===== config.mk =====
export PLATFORM = sky130hd
export DESIGN_NAME = router_pkt_drain
export DESIGN_NICKNAME = d
export VERILOG_FILES = /design/src/rtl/router_pkt_drain.sv
export SDC_FILE = /design/constraint.sdc
export NUM_CORES = 1
export LEC_CHECK = 0
export ABC_AREA = 1
export CAP_MARGIN = 20
export CORE_AREA = 3 3 75 77
export DETAILED_ROUTE_END_ITERATION = 8
export DIE_AREA = 0 0 78 80
export PLACE_DENSITY = 0.84
export SETUP_SLACK_MARGIN = 0.5
export SYNTH_ARGS = -nofsm -noshare
export SYNTH_HDL_FRONTEND = slang
export SYNTH_SLANG_ARGS = --single-unit

===== constraint.sdc =====
create_clock -name clock -period 2.5 [get_ports clock]
set_clock_uncertainty 0.05 [all_clocks]
set_input_delay 0.5 -clock clock [delete_from_list [all_inputs] [get_ports clock]]
set_output_delay 0.5 -clock clock [all_outputs]
set_load 0.01 [all_outputs]

===== src/rtl/router_pkt_drain.sv =====
// Read-side drain for one router output FIFO: pops header/payload/parity, streams bytes,
// checks parity and aborts on read timeout. Optional counters under ROUTER_DRAIN_STATS_EN.
module router_pkt_drain #(
    parameter int unsigned WIDTH   = 8,
    parameter int unsigned TIMEOUT = 30,
    parameter int unsigned CW      = 5
) (
    input  logic             clock,
    input  logic             reset,
    input  logic             empty,
    input  logic [WIDTH-1:0] fifo_data,
    input  logic             dst_ready,
    output logic             rd_en,
    output logic             byte_vld,
    output logic [WIDTH-1:0] byte_out,
    output logic             sop,
    output logic             eop,
    output logic [1:0]       pkt_addr,
    output logic [5:0]       pkt_len,
    output logic             pkt_done,
    output logic             parity_err,
    output logic             soft_reset_out
`ifdef ROUTER_DRAIN_STATS_EN
    ,
    output logic [15:0]      pkt_cnt,
    output logic [15:0]      err_cnt,
    output logic [15:0]      tmo_cnt_total
`endif
);

    typedef enum logic [1:0] {StIdle, StHdr, StBody, StDone} state_e;

    state_e           state_q, state_d;
    logic             rd_d_q;
    logic [5:0]       len_q, len_d;
    logic [1:0]       addr_q, addr_d;
    logic [WIDTH-1:0] xor_q, xor_d;
    logic [6:0]       req_cnt_q, req_cnt_d;
    logic [6:0]       cap_cnt_q, cap_cnt_d;
    logic [CW-1:0]    tmo_cnt_q, tmo_cnt_d;
    logic [WIDTH-1:0] byte_out_q, byte_out_d;
    logic             byte_vld_q, byte_vld_d;
    logic             sop_q, sop_d;
    logic             eop_q, eop_d;
    logic             parity_err_q, parity_err_d;
    logic             busy;
    logic             tmo_hit;
    logic             last_cap;

    assign busy     = (state_q == StHdr) || (state_q == StBody);
    // Abort only on a cycle with no capture, so no byte is lost mid-emit.
    assign tmo_hit  = busy && !rd_d_q && (tmo_cnt_q == CW'(TIMEOUT - 1));
    assign last_cap = rd_d_q && (cap_cnt_q == {1'b0, len_q});

    always_ff @(posedge clock or posedge reset) begin
        if (reset) begin
            state_q <= StIdle;
        end else begin
            state_q <= state_d;
        end
    end

    always_comb begin
        state_d = state_q;
        unique case (state_q)
            StIdle: if (rd_en) state_d = StHdr;
            StHdr: begin
                if (tmo_hit)     state_d = StIdle;
                else if (rd_d_q) state_d = StBody;
            end
            StBody: begin
                if (tmo_hit)       state_d = StIdle;
                else if (last_cap) state_d = StDone;
            end
            StDone:  state_d = StIdle;
            default: state_d = StIdle;
        endcase
    end

    always_comb begin
        rd_en          = 1'b0;
        pkt_done       = 1'b0;
        soft_reset_out = tmo_hit;
        unique case (state_q)
            StIdle: rd_en = !empty && dst_ready;
            StBody: rd_en = !empty && dst_ready && !tmo_hit &&
                            (req_cnt_q < ({1'b0, len_q} + 7'd1));
            StDone: pkt_done = 1'b1;
            default: ;
        endcase
    end

    always_comb begin
        len_d        = len_q;
        addr_d       = addr_q;
        xor_d        = xor_q;
        req_cnt_d    = req_cnt_q;
        cap_cnt_d    = cap_cnt_q;
        byte_out_d   = byte_out_q;
        byte_vld_d   = 1'b0;
        sop_d        = 1'b0;
        eop_d        = 1'b0;
        parity_err_d = parity_err_q;
        tmo_cnt_d    = '0;
        if (busy && !rd_d_q && !tmo_hit) tmo_cnt_d = tmo_cnt_q + CW'(1);

        if (state_q == StHdr && rd_d_q) begin
            len_d      = fifo_data[7:2];
            addr_d     = fifo_data[1:0];
            xor_d      = fifo_data;
            byte_out_d = fifo_data;
            byte_vld_d = 1'b1;
            sop_d      = 1'b1;
            req_cnt_d  = '0;
            cap_cnt_d  = '0;
        end

        if (state_q == StBody) begin
            if (rd_en) req_cnt_d = req_cnt_q + 7'd1;
            if (rd_d_q) begin
                byte_out_d = fifo_data;
                byte_vld_d = 1'b1;
                cap_cnt_d  = cap_cnt_q + 7'd1;
                if (last_cap) begin
                    eop_d        = 1'b1;
                    parity_err_d = (xor_q != fifo_data);
                end else begin
                    xor_d = xor_q ^ fifo_data;
                end
            end
        end
    end

    always_ff @(posedge clock or posedge reset) begin
        if (reset) begin
            rd_d_q       <= 1'b0;
            len_q        <= '0;
            addr_q       <= '0;
            xor_q        <= '0;
            req_cnt_q    <= '0;
            cap_cnt_q    <= '0;
            tmo_cnt_q    <= '0;
            byte_out_q   <= '0;
            byte_vld_q   <= 1'b0;
            sop_q        <= 1'b0;
            eop_q        <= 1'b0;
            parity_err_q <= 1'b0;
        end else begin
            rd_d_q       <= rd_en;
            len_q        <= len_d;
            addr_q       <= addr_d;
            xor_q        <= xor_d;
            req_cnt_q    <= req_cnt_d;
            cap_cnt_q    <= cap_cnt_d;
            tmo_cnt_q    <= tmo_cnt_d;
            byte_out_q   <= byte_out_d;
            byte_vld_q   <= byte_vld_d;
            sop_q        <= sop_d;
            eop_q        <= eop_d;
            parity_err_q <= parity_err_d;
        end
    end

    assign byte_out   = byte_out_q;
    assign byte_vld   = byte_vld_q;
    assign sop        = sop_q;
    assign eop        = eop_q;
    assign pkt_addr   = addr_q;
    assign pkt_len    = len_q;
    assign parity_err = parity_err_q;

`ifdef ROUTER_DRAIN_STATS_EN
    logic [15:0] pkt_cnt_q, pkt_cnt_d;
    logic [15:0] err_cnt_q, err_cnt_d;
    logic [15:0] tmo_tot_q, tmo_tot_d;

    always_comb begin
        pkt_cnt_d = pkt_cnt_q;
        err_cnt_d = err_cnt_q;
        tmo_tot_d = tmo_tot_q;
        if (pkt_done && pkt_cnt_q != 16'hFFFF) pkt_cnt_d = pkt_cnt_q + 16'd1;
        if (pkt_done && parity_err && err_cnt_q != 16'hFFFF) err_cnt_d = err_cnt_q + 16'd1;
        if (soft_reset_out && tmo_tot_q != 16'hFFFF) tmo_tot_d = tmo_tot_q + 16'd1;
    end

    always_ff @(posedge clock or posedge reset) begin
        if (reset) begin
            pkt_cnt_q <= '0;
            err_cnt_q <= '0;
            tmo_tot_q <= '0;
        end else begin
            pkt_cnt_q <= pkt_cnt_d;
            err_cnt_q <= err_cnt_d;
            tmo_tot_q <= tmo_tot_d;
        end
    end

    assign pkt_cnt       = pkt_cnt_q;
    assign err_cnt       = err_cnt_q;
    assign tmo_cnt_total = tmo_tot_q;
`endif

endmodule


# == After elaboration in Yosys (flattened, before gate mapping) ==
# Index checks and enable logic that the tools add are counted.
# classes
addsub,4
order_cmp,1
n_eq_ne,9
mux,28
bitwise_logic,1
n_reduce_logical,15
# ops
op,n
two-way mux 8 bit,7
two-way mux 7 bit,6
"adder 7 x 1 -> 7 bit, second input constant",2
two-way mux 2 bit,5
logical AND 1 bit,8
!= test 8 bit,1
one-hot mux 2 bit (4 select lines),1
bitwise XOR 8 bit,1
"adder 6 x 1 -> 7 bit, second input constant",1
== test 7 x 6 -> 1 bit,1
< comparator 7 bit,1
two-way mux 1 bit,7
"!= test 3 bit, second input constant",2
AND reduction 3 bit,2
"adder 5 x 1 -> 5 bit, second input constant",1
"== test 5 bit, second input constant",1
two-way mux 5 bit,1
"== test 2 bit, second input constant",2
logical NOT 1 bit,3
"== test 2 x 1 -> 1 bit, second input constant",1
logical NOT 2 bit,1
"!= test 2 bit, second input constant",1
one-hot mux 1 bit (2 select lines),1
logical OR 1 bit,1
# totals
reg_bits,50
input_bits,12
word_cells,71

# == Longest topological paths before layout ==
# Gate-level depths: netlist of the first run.
# depth
ltp_word,10
mapped_depth,13
mapped_depth_nobuf,13

# == Least setup slack after synthesis of the first run ==
# No wires, ideal clock.
# synth_timing
kind,register to output
from,reg len_q[1] (netlist: pkt_len[1])
to,out rd_en
t_arrival_ps,1857
required_ps,1950
slack_ps,93
stages_incl_launch_ff,11
path_buffers,0
cell_sequence,dfrtp_1 -> ha_1 -> nand3_1 -> nor2_1 -> nand2_1 -> ha_1 -> nand2_1 -> inv_1 -> a21oi_1 -> nand3_1 -> o21ai_0
# synth_via
elab_chain_len,4
# synth_rtl
element,line_no,text
from (decl),35,"logic [5:0] len_q, len_d;"
from (signal assigned),150,len_q <= len_d;
adder 6 x 1 -> 7 bit,87,"(req_cnt_q < ({1'b0, len_q} + 7'd1));"
< comparator 7 bit,87,
logical AND 1 bit,86,StBody: rd_en = !empty && dst_ready && !tmo_hit &&
one-hot mux 1 bit (2 select lines),84,unique case (state_q)
to (decl),13,"output logic rd_en,"
# Every way passes these cells.

# == Worst setup path in the final report of the first run ==
# layout_timing
from,reg len_q[1] (netlist: pkt_len[1])
to,reg req_cnt_q[0]
# layout_via
elab_chain_len,6
# layout_rtl
element,line_no,text
adder 6 x 1 -> 7 bit,87,
< comparator 7 bit,87,
logical AND 1 bit,86,
one-hot mux 1 bit (2 select lines),84,
two-way mux 7 bit,119,if (rd_en) req_cnt_d = req_cnt_q + 7'd1;
two-way mux 7 bit,118,if (state_q == StBody) begin
net req_cnt_d[0],38,"logic [6:0] req_cnt_q, req_cnt_d;"
to (signal assigned),153,req_cnt_q <= req_cnt_d;
to (decl),38,
# The timed path passes the listed nets, and every way through them passes these cells.
# A chain may end at the register's enable or synchronous reset.

==> impl_metrics.json, run 1 <==
{
  "hold-path-endpoint": "cap_cnt_q[6]",
  "fp.dieW_um": 78,
  "p_switching_mw": 1.76,
  "status": "complete, but fails checks",
  "r2r-end": "req_cnt_q[0]",
  "relSlewSlack_pct": 62.6,
  "worstHoldPathType": "reg2reg",
  "grt_antenna_before_repair": 0,
  "core_area_um2": 5070,
  "startpoint": "pkt_len[1]",
  "busiest_layer": "met2",
  "place_area_um2": 3310,
  "synth_top_area_share_pct": 45.5,
  "diodes": 0,
  "p_seq_share_pct": 31.3,
  "netlist_area_um2": 2750,
  "hold_violations": 0,
  "crit_chain": "ha_2, nand3_2, xor2_1, ha_1, nand2_1, nand2_2, a21oi_4, nand3_4, buf_6, buf_6, buf_6, buf_6, buf_6, buf_6, a21oi_4, buf_6, nand2_1, o21ai_2",
  "track_usage_pct": 23.7,
  "clock_path_buffers": 2,
  "yosys.area.top_type": "dfrtp_1",
  "drv_cap": 0,
  "ys_seq_area_share_pct": 45.5,
  "pwr-share-clk_pct": 13.7,
  "rows": 26,
  "fillCellCount": 374,
  "initial_utilization_pct": 54.2,
  "post_drt_wl_per_cell_um": 15.1,
  "place.gp.congestion": 0.854,
  "fin_crit_ps": 2910,
  "total_leakage_power_nw": 1.91,
  "path_common_cell": "buf_6",
  "wirelength_um": 7260,
  "avgSynthCellArea_um2": 8.17,
  "nets": 436,
  "clock_latency_ps": 330,
  "hold_depth": 1,
  "crit_buf_inv": 7,
  "cts_max_level": 2,
  "switching_share_pct": 40.8,
  "reg2reg_setup_slack_ps": -410,
  "yosys-top-cells-area": "dfrtp_1 (45%), nand2_1 (13%), ha_1 (6.8%)",
  "pre_cts_ws_ps": -372,
  "synth_warnings": 0,
  "cp.required_ps": 2690,
  "design_area_um2": 3730,
  "cts_tree": "yes",
  "finalWorstSetupSlack_ps": -409,
  "finalCritPeriodShare_pct": 116,
  "grtUsageMet3_pct": 4.97,
  "ys_seq_elements": 50,
  "drive_above_1_share_pct": 22.2,
  "cts.sinks": 50,
  "tightest_slew_ps": 556,
  "max-vdd-ir-drop_mv": 0.686,
  "critPathMaxFanout": 4,
  "root_buffer": "clkbuf_8",
  "antenna_left": 0,
  "drc": 0,
  "setup_violations": 8,
  "timing.fmax_mhz": 344,
  "dieArea_um2": 6240,
  "syn_nets": 364,
  "yosysUniqueCellTypes": 26,
  "pin_count": 35,
  "vias": 2570,
  "first_global_vias": 2554,
  "ctsHoldBuffers": 0,
  "overflow": 0,
  "mostFrequentLayoutCells": "nand2_1 (89), dfrtp_1 (49), inv_1 (44)",
  "detail_route.iter0.violations": 195,
  "power_density_nw_per_um2": 1160,
  "grt_setup_unrepaired": "yes",
  "startpoint_type": "register",
  "grt_util_met1_pct": 27.6,
  "drtPass1Iterations": 5,
  "clk_pin_slew_worst_paths_ps": 100,
  "port_buffers": 34,
  "fin_util_pct": 73.5,
  "crit_type": "reg2reg",
  "hpwlAfterDp_um": 4530,
  "pwr-share-comb_pct": 55.0,
  "hold_start": "cap_cnt_q[6]",
  "violations": "negative setup slack",
  "power.internal_mw": 2.55,
  "die-height_um": 80,
  "cp.depth": 18,
  "grtUsageMet2_pct": 42.3,
  "netlist_instances": 337,
  "end_kind": "register",
  "layout_commonest_cell": "nand2_1",
  "slowest_delay_ps": 420,
  "grt_pass1_wl_um": 11500,
  "worstPathArrival_ps": 3100,
  "slowest_stage": "dfrtp_1",
  "area_delta_synth_final_pct": 35.5,
  "r2r_start": "pkt_len[1]",
  "slew_violations": 0,
  "vias_per_cell": 5.35,
  "ff2ff_path_depth": 18,
  "finalPower_mw": 4.31,
  "path_delay_family": "buffers and inverters",
  "grt_max_degree": 51,
  "cts_inserted_buffers": 5
}
[per-layer routing]
metal	up-vias	share of wire, %
li1	1190	-
met1	1244	39
met2	109	52
met3	27	5.7
met4	0	2.7
met5	-	0
[cell families (layout without fill, tap and decap cells)]
family	count (synthesis)	count (layout)	share of synthesized area, %
AO/OA/AOI/OAI	33	33	6.77
flip-flops	50	50	45.5
XOR/XNOR	21	21	6.68
multiplexers	9	9	3.64
buffers and inverters	56	129	8.14
adder cells (fa/ha/maj)	15	15	6.82
AND/OR/NAND/NOR	153	153	22.5
[cell usage after synthesis, drive strengths merged]
library cell / count
a21oi: 8
nand2: 98
or2: 1
o21ai: 22
o21bai: 2
dfrtp: 50
clkbuf: 1
clkinv: 1
ha: 15
xnor2: 7
nor2: 33
o22ai: 1
buf: 4
nor3: 7
xor2: 14
mux2i: 1
nand4: 3
nand3: 11
mux2: 8
inv: 50
[what timing repair did]
action,4_1_cts,5_1_grt
buffers inserted,17,3
resized for setup,32,19
endpoints found under the setup margin,9,29
pin swaps,13,4
[metrics by stage]
stage	cells	hold slack (ps)	setup TNS (ps)
2_1_floorplan	337	408	0
3_3_place_gp	452	422	-227
3_5_place_dp	452	415	-372
4_1_cts	477	446	-1650
5_1_grt	480	483	-3550
6_report	480	446	-2780
[worst register-to-register path, cell delays in order (launching register included)]
cell	delay (ps)
dfrtp_1	420
ha_2	210
nand3_2	90
xor2_1	180
ha_1	280
nand2_1	100
nand2_2	60
a21oi_4	190
nand3_4	110
buf_6	140
buf_6	100
buf_6	100
buf_6	100
buf_6	100
buf_6	110
a21oi_4	150
buf_6	150
nand2_1	80
o21ai_2	90
[cell type report]
class	count	area [µm²]	share of cell area [%]
repair buffers	70	668	17.9
well taps	70	87.6	2.35
clock buffers	6	72.6	1.95
multi-input cells	231	1420	38.0
flip-flops and latches	50	1250	33.6
inverters	51	194	5.20
clock inverters	2	37.5	1.01
[power by group through the flow]
stage	logic [mW]	registers, mW	clock network [mW]
after floorplan	1.09	1.40	0
after global placement	1.81	1.33	0
after detailed placement	1.89	1.35	0
after CTS	2.17	1.34	0.581
after global routing	2.61	1.38	0.613
final	2.37	1.35	0.590
[how the worst max path moves through the flow]
stage / endpoint / slack (ps)
6_report: req_cnt_q[0] / -410
5_1_grt: req_cnt_q[0] / -500
4_1_cts: rd_en / -240
3_5_place_dp: rd_en / -370
3_3_place_gp: rd_en / -230
2_1_floorplan: rd_en / 250
Power figures use the tool's default switching activity.
==> inputs of run 2 (changes only) <==
Settings changed: CTS_BUF_LIST set to sky130_fd_sc_hd__clkbuf_8 sky130_fd_sc_hd__clkbuf_16, HOLD_SLACK_MARGIN set to 0.03, PLACE_DENSITY 0.84 to 0.78.
==> run 2 against run 1 <==
Effect of this change: the run still ends with negative setup slack left; design area shrank 4.0%; hold slack got worse by 2.4 ps; wire length fell by 19%; highest routed layer unchanged.
==> impl_metrics.json, run 2 (synthesized netlist as in run 1, its figures left out) <==
{
  "status": "complete, but fails checks",
  "violations": "negative setup slack",
  "drive_above_1_share_pct": 19.6,
  "initial_utilization_pct": 54.2,
  "cts_max_level": 2,
  "area_delta_synth_final_pct": 30.1,
  "whs_ps": 444,
  "clock_path_buffers": 2,
  "die-height_um": 80,
  "nets": 429,
  "overflow": 0,
  "root_buffer": "clkbuf_8",
  "cp.required_ps": 1950,
  "port_buffers": 34,
  "pin_count": 35,
  "max-vdd-ir-drop_mv": 0.656,
  "worstPathArrival_ps": 2150,
  "layout_commonest_cell": "nand2_1",
  "clk_pin_slew_worst_paths_ps": 90,
  "fp.dieW_um": 78,
  "first_global_vias": 2301,
  "finalWorstSetupSlack_ps": -198,
  "reg2reg_setup_slack_ps": -10,
  "seq_area_um2": 1250,
  "grt_max_degree": 29,
  "cts_tree": "yes",
  "diodes": 0,
  "ctsHoldBuffers": 0,
  "track_usage_pct": 20.5,
  "finalNonFillerCells": 473,
  "multiInputGateArea_um2": 1380,
  "hold_violations": 0,
  "grt_setup_unrepaired": "yes",
  "pre_cts_ws_ps": -313,
  "antenna_left": 0,
  "post_drt_wl_per_cell_um": 12.5,
  "cts_inserted_buffers": 5,
  "relSlewSlack_pct": 58.9,
  "power_density_nw_per_um2": 1100,
  "finalCritPeriodShare_pct": 108,
  "hpwlAfterDp_um": 4320,
  "worstHoldPathType": "reg2reg",
  "timing.fmax_mhz": 371,
  "finalPower_mw": 3.94,
  "fillCellCount": 428,
  "vias_per_cell": 4.94,
  "slew_violations": 0,
  "drc": 0,
  "drtPass1Iterations": 4,
  "vias": 2336,
  "critPathMaxFanout": 3,
  "cts.sinks": 50,
  "grt_pass1_wl_um": 10100,
  "crit_type": "reg2out",
  "wirelength_um": 5920,
  "dieArea_um2": 6240,
  "setup_violations": 3,
  "rows": 26,
  "startpoint_type": "register",
  "detail_route.iter0.violations": 108,
  "core_area_um2": 5070,
  "total_leakage_power_nw": 1.84,
  "drv_cap": 0,
  "mostFrequentLayoutCells": "nand2_1 (93), dfrtp_1 (49), inv_1 (43)",
  "tightest_slew_ps": 615,
  "fin_crit_ps": 2700,
  "end_kind": "primary output",
  "place.gp.congestion": 0.813,
  "clock_latency_ps": 300,
  "dp_cells": 454,
  "grt_antenna_before_repair": 0
}
==> run 2: changes by cell type in the layout (fill, tap and decap cells not counted), sizes merged <==
cell / before / now
buf: 38 / 31
bufinv: 1 / 0
clkdlybuf4s50: 31 / 30
dlymetal6s2s: 0 / 1
clkinv: 1 / 2
==> run 2: routing by layer <==
metal,global-route usage (%),wire [µm]
met3,4.29,256
met5,0,0
met4,7.52,113
met1,25.6,2610
met2,35.0,2940
==> run 2: stage by stage <==
stage               TNS (ps)  area [µm²]  util [%]
finish                  -207        3580      70.6
global route           -1780        3580      70.6
CTS                     -234        3510      69.2
detailed placement      -313        3320      65.4
global placement        -240        3320      65.4
floorplan                  0        2780         -
==> run 2: timing repair <==
action                                  in CTS  in global routing
pin swaps                                    7                 15
resized for setup                           20                 15
endpoints found under the hold margin        0                  0
endpoints found under the setup margin       9                 25
buffers inserted                             8                  3
==> run 2: critical path, stage by stage, from the launching register on <==
cell and delay, ps:
dfrtp_1 420, ha_2 210, buf_4 130, xnor2_1 110, ha_1 310, nand2_1 60, inv_1 30, nand2_1 40
nand2_1 60, nand2_2 70, nand3_2 80, o21ai_2 140, buf_2 150
==> run 2: worst paths after layout <==
path                                   from      endpoint  depth (start not counted)
min in group asynchronous             reset     async pin                          2
worst max-delay path             pkt_len[0]         rd_en                         12
worst max register to register   pkt_len[0]  req_cnt_q[0]                         15
worst min register to register  pkt_addr[1]   pkt_addr[1]                          2
max in group asynchronous             reset     async pin                          3
worst min-delay path            pkt_addr[1]   pkt_addr[1]                          2
==> run 2: cell type report <==
type,count,share of cell area (%)
inverter,51,5.34
tap,70,2.44
clock inverter,2,0.349
clock buffer,6,2.31
multi-input combinational,231,38.5
sequential,50,35.0
timing repair buffer,63,16.1
==> run 2: power by group <==
group	internal [mW]	switching (mW)
Clock	0.223	0.273
Combinational	1.04	1.08
Sequential	1.11	0.217
Total	2.38	1.57
